--- src/rtl/sr_flag_arbiter.sv ---
// Round-robin arbiter serialising per-requester set/clear commands onto a shared SR flag bank.
// Optional macro SR_TOGGLE_EN: S=1,R=1 toggles the flag (JK behaviour) and conflict is tied low.
module sr_flag_arbiter #(
    parameter int NREQ  = 4,
    parameter int NFLAG = 6,
    parameter int IDXW  = 3
) (
    input  logic                   clk,
    input  logic                   reset,
    input  logic [NREQ-1:0]        req,
    input  logic [NREQ-1:0]        s_cmd,
    input  logic [NREQ-1:0]        r_cmd,
    input  logic [NREQ*IDXW-1:0]   flag_idx,
    output logic [NREQ-1:0]        gnt,
    output logic [NFLAG-1:0]       flags,
    output logic                   busy,
    output logic                   conflict,
    output logic                   idx_err
);

    localparam int PW = (NREQ > 1) ? $clog2(NREQ) : 1;

    typedef enum logic {S_IDLE, S_GRANT} state_t;

    state_t            r_state;
    state_t            w_state_nxt;
    logic [PW-1:0]     r_ptr;
    logic [PW-1:0]     w_win;
    logic [PW-1:0]     w_ptr_nxt;
    logic [NREQ-1:0]   r_gnt;
    logic [NREQ-1:0]   w_elig;
    logic [NREQ-1:0]   w_gnt_nxt;
    logic              w_any;
    logic [NFLAG-1:0]  r_flags;
    logic [NFLAG-1:0]  w_flags_nxt;
    logic              r_idx_err;
    logic              w_idx_err_nxt;
    logic              w_sel_s;
    logic              w_sel_r;
    logic [IDXW-1:0]   w_sel_idx;
    logic              w_idx_ok;

    // A requester whose grant is showing this cycle is masked so it cannot
    // be executed twice while it is dropping req.
    always_comb begin : arb_search
        int j;
        j      = 0;
        w_elig = req & ~r_gnt;
        w_any  = 1'b0;
        w_win  = '0;
        for (int k = 0; k < NREQ; k++) begin
            j = int'(r_ptr) + k;
            if (j >= NREQ) j = j - NREQ;
            if (!w_any && w_elig[PW'(j)]) begin
                w_any = 1'b1;
                w_win = PW'(j);
            end
        end
    end

    always_comb begin : arb_decode
        w_gnt_nxt = '0;
        if (w_any) w_gnt_nxt[w_win] = 1'b1;
        w_ptr_nxt = (int'(w_win) == NREQ - 1) ? '0 : w_win + PW'(1);
        w_sel_s   = s_cmd[w_win];
        w_sel_r   = r_cmd[w_win];
        w_sel_idx = flag_idx[w_win*IDXW +: IDXW];
        w_idx_ok  = (int'(w_sel_idx) < NFLAG);
    end

    always_comb begin : flag_update
        w_flags_nxt   = r_flags;
        w_idx_err_nxt = w_any && !w_idx_ok;
        if (w_any && w_idx_ok) begin
            for (int n = 0; n < NFLAG; n++) begin
                if (IDXW'(n) == w_sel_idx) begin
                    case ({w_sel_s, w_sel_r})
                        2'b10:   w_flags_nxt[n] = 1'b1;
                        2'b01:   w_flags_nxt[n] = 1'b0;
`ifdef SR_TOGGLE_EN
                        2'b11:   w_flags_nxt[n] = ~r_flags[n];
`endif
                        default: w_flags_nxt[n] = r_flags[n];
                    endcase
                end
            end
        end
    end

    always_comb begin : fsm_next
        w_state_nxt = r_state;
        case (r_state)
            S_IDLE:  if (w_any) w_state_nxt = S_GRANT;
            S_GRANT: w_state_nxt = w_any ? S_GRANT : S_IDLE;
            default: w_state_nxt = S_IDLE;
        endcase
    end

    always_ff @(posedge clk) begin
        if (reset) begin
            r_state   <= S_IDLE;
            r_ptr     <= '0;
            r_gnt     <= '0;
            r_flags   <= '0;
            r_idx_err <= 1'b0;
        end else begin
            r_state   <= w_state_nxt;
            r_gnt     <= w_gnt_nxt;
            r_flags   <= w_flags_nxt;
            r_idx_err <= w_idx_err_nxt;
            if (w_any) r_ptr <= w_ptr_nxt;
        end
    end

`ifdef SR_TOGGLE_EN
    assign conflict = 1'b0;
`else
    logic r_conflict;

    always_ff @(posedge clk) begin
        if (reset) r_conflict <= 1'b0;
        else       r_conflict <= w_any && w_sel_s && w_sel_r;
    end

    assign conflict = r_conflict;
`endif

    assign gnt     = r_gnt;
    assign flags   = r_flags;
    assign busy    = (r_state == S_GRANT);
    assign idx_err = r_idx_err;

endmodule

--- config.mk ---
export PLATFORM = sky130hd
export DESIGN_NAME = sr_flag_arbiter
export DESIGN_NICKNAME = d
export VERILOG_FILES = /design/src/rtl/sr_flag_arbiter.sv
export SDC_FILE = /design/constraint.sdc
export NUM_CORES = 1
export LEC_CHECK = 0
export ABC_AREA = 1
export CORE_AREA = 3 3 55 57
export CTS_BUF_LIST = sky130_fd_sc_hd__clkbuf_16
export DETAILED_ROUTE_END_ITERATION = 8
export DIE_AREA = 0 0 58 60
export PLACE_DENSITY = 0.83
export RECOVER_POWER = 100
export SKIP_CTS_REPAIR_TIMING = 1
export SYNTH_ARGS = -nofsm -noshare
export SYNTH_HDL_FRONTEND = slang
export SYNTH_SLANG_ARGS = --single-unit
export TNS_END_PERCENT = 100
--- constraint.sdc ---
create_clock -name clk -period 5.8 [get_ports clk]
set_input_delay 1.74 -clock clk [delete_from_list [all_inputs] [get_ports clk]]
set_output_delay 1.74 -clock clk [all_outputs]
set_load 0.02 [all_outputs]
Word-level counts from Yosys, hierarchy flattened
Index checks and enable logic that the tools add are counted.
Cells by class
  $add $sub $neg: 8
  $mul: 1
  magnitude comparators: 11
  equal/unequal tests: 8
  shifts and indexed selects: 1
  multiplexer cells: 33
  bitwise operators: 3
  reductions and logical operators: 21
Operators by type and width (count)
  2-bit two-way mux: 9
  3-bit AND reduction: 6
  2-bit by 4-bit less-than comparator with 1-bit output (second input constant): 4
  1-bit two-way mux: 16
  1-bit binary-select mux with 2-bit select: 6
  12-bit by 5-bit variable part select with 3-bit output: 1
  3-bit greater-or-equal comparator (second input constant): 3
  1-bit logical AND: 8
  2-bit by 1-bit subtractor with 2-bit output (second input constant): 4
  2-bit by 2-bit adder with 3-bit output (second input constant): 2
  2-bit by 3-bit equality test with 1-bit output (first input constant): 2
  3-bit equality test (first input constant): 2
  4-bit bitwise AND: 1
  2-bit by 1-bit equality test with 1-bit output (second input constant): 2
  1-bit logical NOT: 4
  2-bit by 2-bit multiplier with 4-bit output (second input constant): 1
  4-bit NOT: 1
  2-bit by 1-bit adder with 3-bit output (second input constant): 1
  1-bit by 3-bit equality test with 1-bit output (first input constant): 1
  2-bit by 3-bit greater-or-equal comparator with 1-bit output (second input constant): 1
  3-bit logical NOT: 1
  2-bit by 3-bit less-than comparator with 1-bit output (second input constant): 1
  3-bit less-than comparator (second input constant): 1
  2-bit by 1-bit adder with 2-bit output (second input constant): 1
  7 further kinds: 7
Word-level totals
  register bits after elaboration: 15
  input port bits: 26
  output and inout bits: 13
  word-level logic and storage cells: 97

Logic depth before layout (Yosys ltp)
Gate-level depths: netlist of run 1.
  depth in word-level cells: 20
  mapped depth: 22
  gate-level depth less buffers: 20

Least setup slack after synthesis of run 1
Ideal clock, no wire load.
  path kind: input -> register
  start: input req[3]
  end: register r_flags[4], in the netlist flags[4]
  library setup time: 115 ps
  data arrival time: 3592 ps
  required time: 5685 ps
  setup slack: 2093 ps
  cell stages on the path: 19
  buffers on the path: 1
  cell sequence: nand3_1 > nand2_1 > nand2_1 > nand2_1 > nand2_4 > nand2_2 > nand2_4 > nand3_4 > buf_6 > inv_2 > o211ai_1 > nand2_1 > ha_1 > nor2_1 > inv_1 > nor2_1 > nand3_1 > nand2_1 > nor2_1
Between the ends
  word-level cells in the longest chain between the ends: 19
  elaborated cells on any way between the ends: 41
  classes of those cells: 1 x mul; 1 x order compare; 3 x eq/ne; 1 x shift; 25 x mux; 1 x bitwise; 9 x reduce/logical
Ends and longest elaborated chain
  start: declaration: line 10  | input logic [NREQ-1:0] req,
  4-bit bitwise AND (*): line 48  | w_elig = req & ~r_gnt;
  1-bit binary-select mux with 2-bit select: line 54  | if (!w_any && w_elig[PW'(j)]) begin
  1-bit two-way mux (not written as such) (2 in a row): line 54
  1-bit two-way mux: line 54
  1-bit logical NOT: line 54
  1-bit logical AND: line 54
  1-bit two-way mux: line 54
  1-bit logical NOT: line 54
  (+2 left out)
  1-bit logical NOT: line 54
  1-bit logical AND: line 54
  2-bit two-way mux: line 54
  2-bit by 2-bit multiplier with 4-bit output (tied with other cells): line 67  | w_sel_idx = flag_idx[w_win*IDXW +: IDXW];
  12-bit by 5-bit variable part select with 3-bit output (tied with other cells): line 67
  3-bit less-than comparator (tied with other cells): line 68  | w_idx_ok = (int'(w_sel_idx) < NFLAG);
  1-bit logical AND / 2-bit nonzero test (equally long branches)
  3-bit AND reduction (no source line)
  end signal: assignment: line 109  | r_flags <= w_flags_nxt;
  end: declaration: line 34  | logic [NFLAG-1:0] r_flags;
Every way passes the cells marked *; elsewhere a longest branch is shown, timed or not. The select of a mux whose other input is x is not followed.
A chain may end at the register's enable or synchronous reset.

Worst setup path in the final report of run 1
  start: input req[0]
  end: register r_flags[4], in the netlist flags[4]
The elaborated chain is that of the path after synthesis.

==> flow_summary.ini, run 1 <==
[pwr]
p_leak_nw = 0.872
power_frac_seq_pct = 12.9
peakVddDrop_v = 0.000603
switching_share_pct = 56.6
p_int_uw = 526
p_clk_share_pct = 11.0
power_frac_comb_pct = 76.1
p_switching_uw = 685
p_per_area_mw_per_mm2 = 705

[final_layout]
fin_cells = 270
layout.nets = 272
diodes = 0
drive_gt1_share_pct = 9.17
synthToLayoutAreaGrowth_pct = 32.7

[routing]
drtPass1Iterations = 4
ant_nets = 0
vias_per_cell = 5.30
finalWirelength_um = 3340
wl_per_cell_um = 12.4
drtIter0Drc = 53
num_vias = 1431
drc = 0

[critical_path]
path_max_fanout = 20
cp_cell_sequence = dlygate4sd3_1, nand3_1, nand3_1, nand2_1, nand4_1, nand3_4, inv_2, o211ai_1, nand2_1, ha_1, nor2_1, inv_1, nor2_1, nand3_1, nand2_1, nor2_1
reg2reg_depth = 16
slowest_delay_ns = 0.56
critical_path_buf_inv_count = 3
setup.worst_path.class = input port to register
worstPathRequired_ns = 5.94
cp.depth = 16
arrival_ns = 5.04
end_kind = register
path_delay_family = simple AND/OR/NAND/NOR gates
critPathLaunchType = input port
slowest_stage = dlygate4sd3_1

[logic_synthesis]
yosysWarnings = 0
synth_cell_types = 25
ys_seq_elements = 15
yosysSeqAreaShare_pct = 23.2
synth_top_family_by_area = simple AND/OR/NAND/NOR gates
synth_compound_area_share_pct = 4.83
synthAdderAreaFrac_pct = 4.83
synthMuxAreaShare_pct = 0
synth.top_cell.area_share_pct = 23.2
netlist_area_mm2 = 0.00129
syn-num-nets = 235
avgSynthCellArea_um2 = 6.35
synthSimpleGateAreaFrac_pct = 54.8
syn_inst = 204
yosys.area.top_type = dfxtp_1
netlist_top_cells_area = dfxtp_1 23%, nand2_1 15%, nand3_1 13%
synth_xor_area_share_pct = 0

[clock_network]
clockBufferDepth = 2
numCtsBuffers = 3
cts_root_buf = clkbuf_16
cts_max_level = 1
cts_tree = done
clock_sinks = 15
clk_latency_ns = 0.24
clk_pin_slew_ns = 0.05

[placed_design]
dp.cells = 266
io_buffers = 38
place_congestion = 0.866
dp_hpwl_um = 2640

[floorplanning]
core_mm2 = 0.00252
start_util_pct = 51.3
dieArea_mm2 = 0.00348
fp-row-count = 18
die_x_um = 58
chipHeight_um = 60
ios = 39

[grt]
gr-usage-met2_pct = 32.6
antenna_found_initial = 0
busiest_layer = met2
grt_overflow = 0
grt_start_max_net_pins = 21
grtUsageTotal_pct = 19.4
use_met3_pct = 3.02
met1_usage_pct = 25.8
grt_pass1_vias = 1207
grt_pass1_wl_um = 5240

[hold_path]
hp-class = register to register
hold_path_depth = 2

[timing]
setup_violations = 0
finalCriticalPeriod_ns = 4.90
slew_violations = 0
rsz0062_at_grt = no
slew_headroom_pct = 59.7
hold_viol_final = 0
finalSetupTns_ns = 0
max_freq_mhz = 204
fin_skew_ns = 0.00546
worstMarginPinSlew_ns = 0.602
finalCritPeriodShare_pct = 84.5

[status]
status = complete, no violations

[flow_run]
cap_violations = 0
[layout make-up]
class | instances | area [um2]
clock buffer | 3 | 75.1
clock inverter | 1 | 5.00
fill | 226 | 805
inverter | 30 | 115
multi-input combinational | 153 | 805
sequential | 15 | 300
tap | 30 | 37.5
timing repair buffer | 38 | 380
[stage by stage]
step / utilization (%) / total power, mW / hold WS, ns / cell area [um2] / setup slack, ns
6_report: 68.1 / 1.21 / 0.481 / 1720 / 0.896
5_1_grt: 68.1 / 1.35 / 0.523 / 1720 / 0.643
4_1_cts: 69.3 / 1.24 / 0.491 / 1750 / 1.45
3_5_place_dp: 66.1 / 1.10 / 0.476 / 1670 / 1.21
3_3_place_gp: 66.1 / 1.08 / 0.469 / 1670 / 1.27
2_1_floorplan: - / 0.937 / 0.573 / 1290 / 2.09
[placed cells by master, fill, tap and decap left out]
cell	netlist	final
dlygate4sd3_1	0	14
clkdlybuf4s50_1	0	24
nand2_4	3	2
o21ai_1	1	1
nor2_2	3	3
nor3_1	1	1
inv_4	1	1
inv_1	26	26
nand2_1	51	53
nand3_4	2	2
nor2_1	16	16
inv_2	3	3
nand3_2	3	3
or2_1	1	1
nand2_2	5	4
nand4_1	15	16
a21oi_1	9	9
nor3b_1	0	1
o21ai_0	1	1
clkinv_2	0	1
o211ai_1	1	1
clkbuf_16	0	3
nand3_1	34	34
ha_1	5	5
dfxtp_1	15	15
[power by group through the flow]
stage | clock (mW) | sequential (mW) | combinational [mW]
final | 0.133 | 0.156 | 0.922
after global routing | 0.139 | 0.160 | 1.05
after CTS | 0.135 | 0.157 | 0.951
after detailed placement | 0 | 0.159 | 0.944
after global placement | 0 | 0.158 | 0.922
after floorplan | 0 | 0.174 | 0.763
[cell usage after synthesis]
master and n:
nand2_2 5, nor3b_2 1, dfxtp_1 15, nor2_1 16, inv_2 3, nand3_2 3
o21ai_1 1, buf_6 2, or2_1 1, nand4_1 15, o21ai_0 1, buf_2 3
nand2_4 3, nand4_4 1, inv_4 1, a21oi_1 9, nand2_1 51, inv_1 26
buf_4 1, nor3_1 1, nand3_1 34, nand3_4 2, nor2_2 3, o211ai_1 1
ha_1 5
[flip-flops by register name, summed over array words and instances, names as in the netlist]
signal	flops
gnt	4
conflict	1
r_ptr	2
idx_err	1
flags	6
busy	1
[worst paths after layout]
path	start	slack [ns]	endpoint
worst max-delay path	req[0]	0.90	flags[4]
worst min-delay path	flags[5]	0.48	flags[5]
worst max register to register	r_ptr[0]	2.27	flags[4]
worst min register to register	flags[5]	0.48	flags[5]
[kinds of logic (layout without fill, tap and decap cells)]
| group | Yosys count | in the layout |
|---|---|---|
| DFF | 15 | 15 |
| AOI/OAI and AO/OA | 12 | 12 |
| adders and majority gates | 5 | 5 |
| buffers and inverters | 36 | 72 |
| and+or+nand+nor | 136 | 136 |
[worst min-delay path, delay by kind of cell (launching register included)]
family	cells	cell delay (ns)
flip-flops	1	0.32
AND/OR/NAND/NOR	1	0.08
AO/OA/AOI/OAI	1	0.04
[layer usage]
metal	share of wire (%)	vias up
li1	-	750
met1	44	629
met2	49	50
met3	6.6	2
met4	0.48	0
met5	0	-
(Power assumes the default switching activity.)
==> run 2: changes to the inputs <==
Settings changed: CORE_AREA 3 3 55 57 to 3 3 60 62, DIE_AREA 0 0 58 60 to 0 0 63 65, PLACE_DENSITY 0.83 to 0.73.
Clock period 5.8 ns to 3.94 ns, I/O delays scaled along.
==> flow_summary.ini, run 2 (synthesis results as in run 1) <==
[floorplanning]
die_x_um = 63
chipHeight_um = 65
dieArea_mm2 = 0.00410
ios = 39
fp-row-count = 20
start_util_pct = 42.1
core_mm2 = 0.00308

[critical_path]
setup.worst_path.class = input port to register
arrival_ns = 3.76
slowest_delay_ns = 0.48
timing.rr.start = r_ptr[0]
slowest_stage = clkdlybuf4s50_1
end_kind = register
path_max_fanout = 7
worstPathRequired_ns = 4.07
worstSetupStartpoint = req[3]
cp_cell_sequence = clkdlybuf4s50_1, nand3_1, nand3_1, nand2_1, nand4_4, nand3_4, or2_1, o211ai_1, nand2_1, ha_1, nor2_1, inv_1, nor2_1, nand3_1, nand2_1, nor2_1
critPathLaunchType = input port

[timing]
setup_violations = 0
finalCritPeriodShare_pct = 91.9
slew_headroom_pct = 66.1
hold_viol_final = 0
slew_violations = 0
finalCriticalPeriod_ns = 3.62
whs_ns = 0.477
finalSetupTns_ns = 0
rsz0062_at_grt = no
worstMarginPinSlew_ns = 0.509
max_freq_mhz = 276
fin_skew_ns = 0.00195

[routing]
ant_nets = 0
vias_per_cell = 4.82
wl_per_cell_um = 11.0
drtPass1Iterations = 6
drc = 0
drtIter0Drc = 67
num_vias = 1398
finalWirelength_um = 3190

[final_layout]
multi_input_area_um2 = 827
seqCellArea_um2 = 300
design_area_mm2 = 0.00179
final_cell_mix = 52 x nand2_1, 34 x nand3_1, 27 x inv_1
synthToLayoutAreaGrowth_pct = 38.3
diodes = 0
largest_reg_flops = 6
drive_gt1_share_pct = 10.6
final_common_cell = nand2_1
fillers = 297
layout.nets = 278

[grt]
grt_start_max_net_pins = 15
grt_pass1_vias = 1239
grt_pass1_wl_um = 5350
grt_overflow = 0
grtUsageTotal_pct = 16.3
antenna_found_initial = 0

[placed_design]
dp_hpwl_um = 2490
io_buffers = 38
place_area_mm2 = 0.00173
place_congestion = 0.904

[pwr]
power_frac_comb_pct = 77.3
p_per_area_mw_per_mm2 = 1040
p_switching_mw = 1.03
p_int_uw = 828
p_clk_share_pct = 10.4
peakVddDrop_v = 0.000542
power_frac_seq_pct = 12.3
p_leak_nw = 0.895
switching_share_pct = 55.5

[clock_network]
clk_pin_slew_ns = 0.05
cts_tree = done
clock_sinks = 15
clockBufferDepth = 2
clk_latency_ns = 0.24
cts_root_buf = clkbuf_16
cts_max_level = 1
numCtsBuffers = 3

[hold_path]
hp-class = register to register
hold_start = flags[1]

[status]
status = complete, no violations

[flow_run]
cap_violations = 0
==> run 2: power by group through the flow <==
stage | clock (mW) | sequential, mW | combinational (mW)
6_report | 0.193 | 0.229 | 1.44
5_1_grt | 0.207 | 0.236 | 1.62
4_1_cts | 0.199 | 0.230 | 1.48
3_5_place_dp | 0 | 0.233 | 1.47
3_3_place_gp | 0 | 0.234 | 1.47
2_1_floorplan | 0 | 0.256 | 1.12
==> run 2: path summary, 6_finish.rpt <==
path / endpoint / slack [ns] / depth (start not counted)
worst max-delay path: flags[4] / 0.32 / 16
worst min-delay path: flags[1] / 0.48 / 2
worst max register to register: flags[4] / 1.04 / 17
worst min register to register: flags[1] / 0.48 / 2
==> run 2: critical path, delay by kind of cell <==
kind                     cells  cell delay (ns)
AND/OR/NAND/NOR             12             1.65
buffers and inverters        2             0.56
adder cells (fa/ha/maj)      1             0.29
AO/OA/AOI/OAI                1             0.08
==> run 2: layout make-up <==
type / count / share of cell area, %
Multi-Input combinational cell: 153 / 46.2
Timing Repair Buffer: 44 / 23.1
Inverter: 30 / 6.43
Clock buffer: 3 / 4.19
Sequential cell: 15 / 16.8
Tap cell: 44 / 3.07
Clock inverter: 1 / 0.210
==> run 2: stage by stage <==
stage | util (%) | power (mW) | instances | setup slack, ns
after floorplan | - | 1.38 | 204 | 0.791
after global placement | 56.2 | 1.70 | 286 | 0.198
after detailed placement | 56.2 | 1.70 | 286 | 0.157
after CTS | 58.8 | 1.91 | 290 | 0.378
after global routing | 58.2 | 2.07 | 290 | 0.0957
final | 58.2 | 1.86 | 290 | 0.317
==> run 2: per-layer routing <==
metal / up-vias / GRT usage (%) / part of all wire [%]
met4: 0 / 6.34 / 1.3
li1: 758 / - / -
met3: 4 / 3.81 / 5.8
met5: - / 0 / 0
met1: 597 / 19.5 / 45
met2: 39 / 27.9 / 48
